[src/rtl/icache_direct_mapped_if.sv]
// icache_direct_mapped_if: core fetch port and memory refill bus of the instruction cache
interface icache_direct_mapped_if;
  logic [31:0] pc;
  logic        inst_read_enable;
  logic [31:0] inst;
  logic        inst_valid;
  logic        inst_wait_req;
  logic        invalidate;
  logic [31:0] mem_address;
  logic        mem_read_enable;
  logic        mem_wait_req;
  logic [31:0] mem_read_data;
  logic        mem_valid;
  modport slave (
    input  pc, inst_read_enable, invalidate, mem_wait_req, mem_read_data, mem_valid,
    output inst, inst_valid, inst_wait_req, mem_address, mem_read_enable
  );
  modport master (
    output pc, inst_read_enable, invalidate, mem_wait_req, mem_read_data, mem_valid,
    input  inst, inst_valid, inst_wait_req, mem_address, mem_read_enable
  );
endinterface

[src/rtl/icache_direct_mapped.sv]
// icache_direct_mapped: direct-mapped read-only instruction cache with same-cycle hits and word-by-word line refill
module icache_direct_mapped #(
  parameter int LINES          = 16,
  parameter int WORDS_PER_LINE = 4
) (
  input logic                  clock,
  input logic                  reset,
  icache_direct_mapped_if.slave bus
);
  localparam int OFF = $clog2(WORDS_PER_LINE);
  localparam int IDX = $clog2(LINES);
  localparam int TW  = 32 - IDX - OFF - 2;
  typedef enum logic [1:0] {IDLE, REQ, RESP} state_t;
  state_t           r_state, w_next;
  logic [LINES-1:0] r_valid;
  logic [TW-1:0]    r_tags [LINES];
  logic [31:0]      r_data [LINES][WORDS_PER_LINE];
  logic [TW-1:0]    r_tag;
  logic [IDX-1:0]   r_idx;
  logic [OFF-1:0]   r_cnt;
  logic             r_pinv;
  logic [IDX-1:0]   w_idx;
  logic [OFF-1:0]   w_off;
  logic [TW-1:0]    w_tag;
  logic             w_hit, w_miss, w_last;
  assign w_idx  = bus.pc[IDX+OFF+1:OFF+2];
  assign w_off  = bus.pc[OFF+1:2];
  assign w_tag  = bus.pc[31:IDX+OFF+2];
  assign w_hit  = r_valid[w_idx] && r_tags[w_idx] == w_tag;
  assign w_miss = r_state == IDLE && bus.inst_read_enable && !w_hit;
  assign w_last = r_state == RESP && bus.mem_valid && r_cnt == OFF'(WORDS_PER_LINE - 1);
  always_comb begin
    w_next = r_state;
    w_next = (r_state == IDLE) ? (w_miss ? REQ : IDLE) :
             (r_state == REQ)  ? (bus.mem_wait_req ? REQ : RESP) :
             (!bus.mem_valid   ? RESP : (w_last ? IDLE : REQ));
  end
  assign bus.inst_valid      = r_state == IDLE && bus.inst_read_enable && w_hit;
  assign bus.inst            = bus.inst_valid ? r_data[w_idx][w_off] : '0;
  assign bus.inst_wait_req   = r_state != IDLE || w_miss;
  assign bus.mem_read_enable = r_state == REQ;
  // the word counter replaces the offset field, so refill addresses never carry out of the line
  assign bus.mem_address     = {r_tag, r_idx, r_cnt, 2'b00};
  always_ff @(posedge clock) begin
    if (reset) begin
      r_state <= IDLE;
      r_valid <= '0;
      r_tag   <= '0;
      r_idx   <= '0;
      r_cnt   <= '0;
      r_pinv  <= 1'b0;
    end else begin
      r_state <= w_next;
      if (w_miss) begin
        r_tag <= w_tag;
        r_idx <= w_idx;
        r_cnt <= '0;
      end
      if (r_state == RESP && bus.mem_valid) begin
        r_data[r_idx][r_cnt] <= bus.mem_read_data;
        if (!w_last) r_cnt <= r_cnt + 1'b1;
      end
      if (w_last) begin
        r_tags[r_idx]  <= r_tag;
        r_valid[r_idx] <= !r_pinv;
      end
      if (bus.invalidate) r_valid <= '0;
      // an invalidate during a refill keeps that line from becoming valid
      r_pinv <= !w_last && (r_pinv || (bus.invalidate && r_state != IDLE));
    end
  end
endmodule
[src/flat_wrapper.sv]
// flat-port wrapper written by rule: the top's interface ports become plain ports
module icache_direct_mapped_flat 
#(
  parameter int LINES          = 16,
  parameter int WORDS_PER_LINE = 4
)
  (clock, reset, bus_pc, bus_inst_read_enable, bus_invalidate, bus_mem_wait_req, bus_mem_read_data, bus_mem_valid, bus_inst, bus_inst_valid, bus_inst_wait_req, bus_mem_address, bus_mem_read_enable);
  icache_direct_mapped_if bus_i ();
  input logic clock;
  input logic reset;
  input wire logic [$bits(bus_i.pc)-1:0] bus_pc;
  input wire logic [$bits(bus_i.inst_read_enable)-1:0] bus_inst_read_enable;
  input wire logic [$bits(bus_i.invalidate)-1:0] bus_invalidate;
  input wire logic [$bits(bus_i.mem_wait_req)-1:0] bus_mem_wait_req;
  input wire logic [$bits(bus_i.mem_read_data)-1:0] bus_mem_read_data;
  input wire logic [$bits(bus_i.mem_valid)-1:0] bus_mem_valid;
  output wire logic [$bits(bus_i.inst)-1:0] bus_inst;
  output wire logic [$bits(bus_i.inst_valid)-1:0] bus_inst_valid;
  output wire logic [$bits(bus_i.inst_wait_req)-1:0] bus_inst_wait_req;
  output wire logic [$bits(bus_i.mem_address)-1:0] bus_mem_address;
  output wire logic [$bits(bus_i.mem_read_enable)-1:0] bus_mem_read_enable;
  assign bus_i.pc = bus_pc;
  assign bus_i.inst_read_enable = bus_inst_read_enable;
  assign bus_i.invalidate = bus_invalidate;
  assign bus_i.mem_wait_req = bus_mem_wait_req;
  assign bus_i.mem_read_data = bus_mem_read_data;
  assign bus_i.mem_valid = bus_mem_valid;
  assign bus_inst = bus_i.inst;
  assign bus_inst_valid = bus_i.inst_valid;
  assign bus_inst_wait_req = bus_i.inst_wait_req;
  assign bus_mem_address = bus_i.mem_address;
  assign bus_mem_read_enable = bus_i.mem_read_enable;
  icache_direct_mapped #(.LINES(LINES), .WORDS_PER_LINE(WORDS_PER_LINE)) u_core (.clock(clock), .reset(reset), .bus(bus_i));
endmodule
[config.mk]
export PLATFORM = sky130hd
export DESIGN_NAME = icache_direct_mapped_flat
export DESIGN_NICKNAME = d
export VERILOG_FILES = /design/src/rtl/icache_direct_mapped_if.sv /design/src/rtl/icache_direct_mapped.sv /design/src/flat_wrapper.sv
export SDC_FILE = /design/constraint.sdc
export NUM_CORES = 2
export LEC_CHECK = 0
export ABC_AREA = 1
export ABC_CLOCK_PERIOD_IN_PS = 9600
export CAP_MARGIN = 40
export CORE_AREA = 2 2 479 599
export CTS_CLUSTER_SIZE = 16
export DETAILED_ROUTE_END_ITERATION = 10
export DIE_AREA = 0 0 481 601
export HOLD_SLACK_MARGIN = 0.12
export PLACE_DENSITY = 0.6
export SETUP_SLACK_MARGIN = 0.02
export SYNTH_ARGS = -nofsm -noshare
export SYNTH_HDL_FRONTEND = slang
export SYNTH_SLANG_ARGS = --single-unit
[constraint.sdc]
create_clock -name clock -period 9.6 [get_ports clock]
set_clock_uncertainty 0.05 [all_clocks]
set_input_delay 2.4 -clock clock [delete_from_list [all_inputs] [get_ports clock]]
set_output_delay 2.4 -clock clock [all_outputs]
set_load 0.01 [all_outputs]
==> impl_results.md <==
- RSZ-0062 raised after global routing: no
- Unique cell type count in the Yosys netlist: 32
- PortBufs: 132
- Hold Fails Final Rpt: 0
- Vias in the first global route: 63140
- Lkg Pwr: 37.00 nW
- Clock root buffer master: clkbuf_16
- Fin cells: 11590
- Die Ht: 601 um
- Total Power: 23.13 mW
- Slew headroom: 19.44%
- Drt via density: 5.565
- Register area share after synthesis: 74.92%
- Required @ worst endpoint: 7.15 ns
- CTS resizes: 0
- Final Critical Period: 8.923 ns
- CTS buffer count: 274
- Leading area contributor after synthesis: edfxtp_1
- Mapped Area: 0.09879 mm^2
- Antenna Violating Nets Remaining: 0
- Worst path arrival time: 6.47 ns
- Ratio of cells with drive above 1 in the final layout: 8.631%
- Crit path capture: bus_inst[5]
- Detailed-router iteration count before antenna repair: 6
- Final Routed Wirelength: 282.1 mm
- Slew at the pin closest to its max-slew limit: 1.208 ns
- Finished Cell Area: 0.1135 mm^2
- Fmax: 112.1 MHz
- Post-DP HPWL: 149.0 mm
- Pin count of the biggest net entering global routing: 203
- Fill count: 26110
- P_sw: 5.087 mW
- Flop pwr share: 51.7%
- Total track usage: 18.97%
- HP Class: register to register
- Peak VDD IR: 196.5 uV
- Final TNS setup: 0 ns
- First-pass GRT wire length: 412.3 mm
- Slowest stage delay, CP: 0.62 ns
- Status: completed
- Net Sw Frac: 21.99%
- DRT iter0 DRCs: 7799
- Clock slew at reported path FFs: 0.06 ns
- Worst setup path startpoint: bus_pc[4]
- Crit end category: output port
- Worst setup SP type: primary input
- Synth area leaders: edfxtp_1 (74%), nand2_1 (5.6%), o21ai_0 (3.4%), nor2_1 (2.8%), o221ai_1 (2.3%)
- Final setup fails: 0
- Synth-to-Final Area Change: 14.88%
- Critical path's slowest cell: clkdlybuf4s50_1
- Clk sink count: 2481
- Cell Area, Placed: 0.1052 mm^2
- Skew-Pair Late Insertion Delay: 0.90 ns
- Worst R2R Start: u_core.r_idx[0]
- CP Class: primary input to output port
- Worst slack, placed: 0.7213 ns
- Max-Cap Viols: 0
- Setup bufs post-CTS: 0
- Top FF cell, synth: edfxtp_1
- Combinational Power Share: 5.7%
- Synthesized flop and latch total: 2481
- Number of synthesized flops with an enable pin: 2432
- Grt total ovfl: 0
- Std cell rows: 219
- Boundary Pins: 137
- Synthesized instance count: 7589
- Dpl cells: 11120
- Crit path max fanout: 143
- CTS tree: done
- Pins Over Slew Limit: 0
- Die W: 481 um
- Critical path, cell by cell: buf_8 -> inv_8 -> buf_4 -> buf_12 -> buf_12 -> nand2_1 -> a221oi_1 -> o211ai_1 -> nand3_1 -> nand2_1 -> nor2_1 -> clkdlybuf4s50_1
- Die ar.: 0.2891 mm^2
- DR vias: 64470
- Drt wl/cell: 24.35 um
- Worst setup margin: 0.6774 ns
- Pwr/cell area: 203.9 mW/mm^2
- Clk pwr share: 42.7%
- Worst Reg-to-Reg Cells: 7
- Fin crit share: 92.94%
- Starting density of the core: 34.80%
- Flop-to-flop setup slack: 6.61 ns
- Pint: 18.05 mW
- CTS H-tree depth: 5
- Critical R2R Capture: u_core.r_data[9][44]
- CTS Buffer Depth: 4
- GP Congestion: 0.8111
- Synthesized area per cell: 13.02 um^2
- Core area: 0.2839 mm^2
- Synth top area share: 73.93%
- Initial antenna violation count: 11
- FFs w/ async S/R, synth: 0%
- Hold-fix buffers, CTS: 0
- Nets: 7710
- Ys Warns: 0
- DRC Markers: 0
power groups by stage:
stage	logic [mW]	clock network, mW	registers (mW)
CTS	1.30	10.0	12.0
floorplan	0.716	0	12.2
global route	1.42	10.5	12.0
detailed placement	1.30	0	12.2
global placement	1.24	0	12.2
finish	1.31	9.87	12.0
sequential cells by signal, indices dropped and copies added, names as in the netlist:
| signal | cells |
|---|---|
| u_core.r_data | 2048 |
| u_core.r_tags | 384 |
| u_core.r_tag | 24 |
| u_core.r_valid | 16 |
| u_core.r_idx | 4 |
| u_core.r_cnt | 2 |
| u_core.r_state | 2 |
| u_core.r_pinv | 1 |
cell type report:
type,count,area (um^2),share of cell area (%)
timing repair buffer,328,3532,3.112
tap,3757,4701,4.142
sequential,2481,74010,65.22
multi-input combinational,4414,22410,19.75
antenna,7,17.52,0.01544
clock buffer,344,7256,6.393
clock inverter,117,1013,0.8930
inverter,137,541.8,0.4774
how the worst min path moves through the flow:
stage	start	to	slack (ns)	cells past startpoint
detailed placement	u_core.r_valid[13]	u_core.r_valid[13]	0.40	2
global placement	u_core.r_valid[2]	u_core.r_valid[2]	0.39	2
floorplan	u_core.r_valid[10]	u_core.r_valid[10]	0.37	2
finish	u_core.r_valid[13]	u_core.r_valid[13]	0.40	2
global route	u_core.r_valid[6]	u_core.r_valid[6]	0.43	2
CTS	u_core.r_valid[13]	u_core.r_valid[13]	0.40	2
cell usage in the layout (no fill, tap or decap), types with 60 or more instances in the layout:
cell | synthesis | final
edfxtp_1 | 2432 | 2432
nand2_1 | 1486 | 1483
nor2_1 | 737 | 671
o21ai_0 | 664 | 664
a21oi_1 | 444 | 444
nand3_1 | 375 | 375
clkbuf_16 | 0 | 279
o221ai_1 | 256 | 256
o211ai_1 | 141 | 141
inv_1 | 133 | 132
buf_4 | 21 | 131
a32o_1 | 128 | 128
a221oi_1 | 111 | 111
clkdlybuf4s50_1 | 0 | 93
nor2_4 | 0 | 66
clkbuf_1 | 334 | 62
buf_12 | 0 | 60
synth_stat cells, types with 49 or more instances:
library cell	number
edfxtp_1	2432
nand2_1	1486
nor2_1	737
o21ai_0	664
a21oi_1	444
nand3_1	375
clkbuf_1	334
o221ai_1	256
buf_2	160
o211ai_1	141
inv_1	133
a32o_1	128
a221oi_1	111
dfxtp_1	49
per-stage QoR:
| step | utilization (%) | hold WS [ns] |
|---|---|---|
| finish | 39.98 | 0.4023 |
| global route | 39.97 | 0.4271 |
| CTS | 39.96 | 0.4041 |
| detailed placement | 37.05 | 0.3958 |
| global placement | 36.79 | 0.3904 |
| floorplan | - | 0.3745 |
worst max-delay path, delay by kind of cell:
kind / cells / cell delay, ns
buffers and inverters: 6 / 2.54
AOI/OAI and AO/OA: 2 / 0.60
and+or+nand+nor: 4 / 0.64
kinds of logic after synthesis:
kind of cell               share of synthesized area (%)
and+or+nand+nor                                    10.53
AOI/OAI and AO/OA                                  11.51
other                                           0.003796
adders and majority gates                        0.05066
DFF                                                74.92
buffers and inverters                              2.976
muxes                                            0.01140
metal layers:
metal	global-route usage [%]	wire length, um
met5	0	47
met4	5.909	8009
met3	3.490	24650
met2	30.81	133600
met1	25.74	115800
No activity file was read; power rests on OpenSTA's default activity.
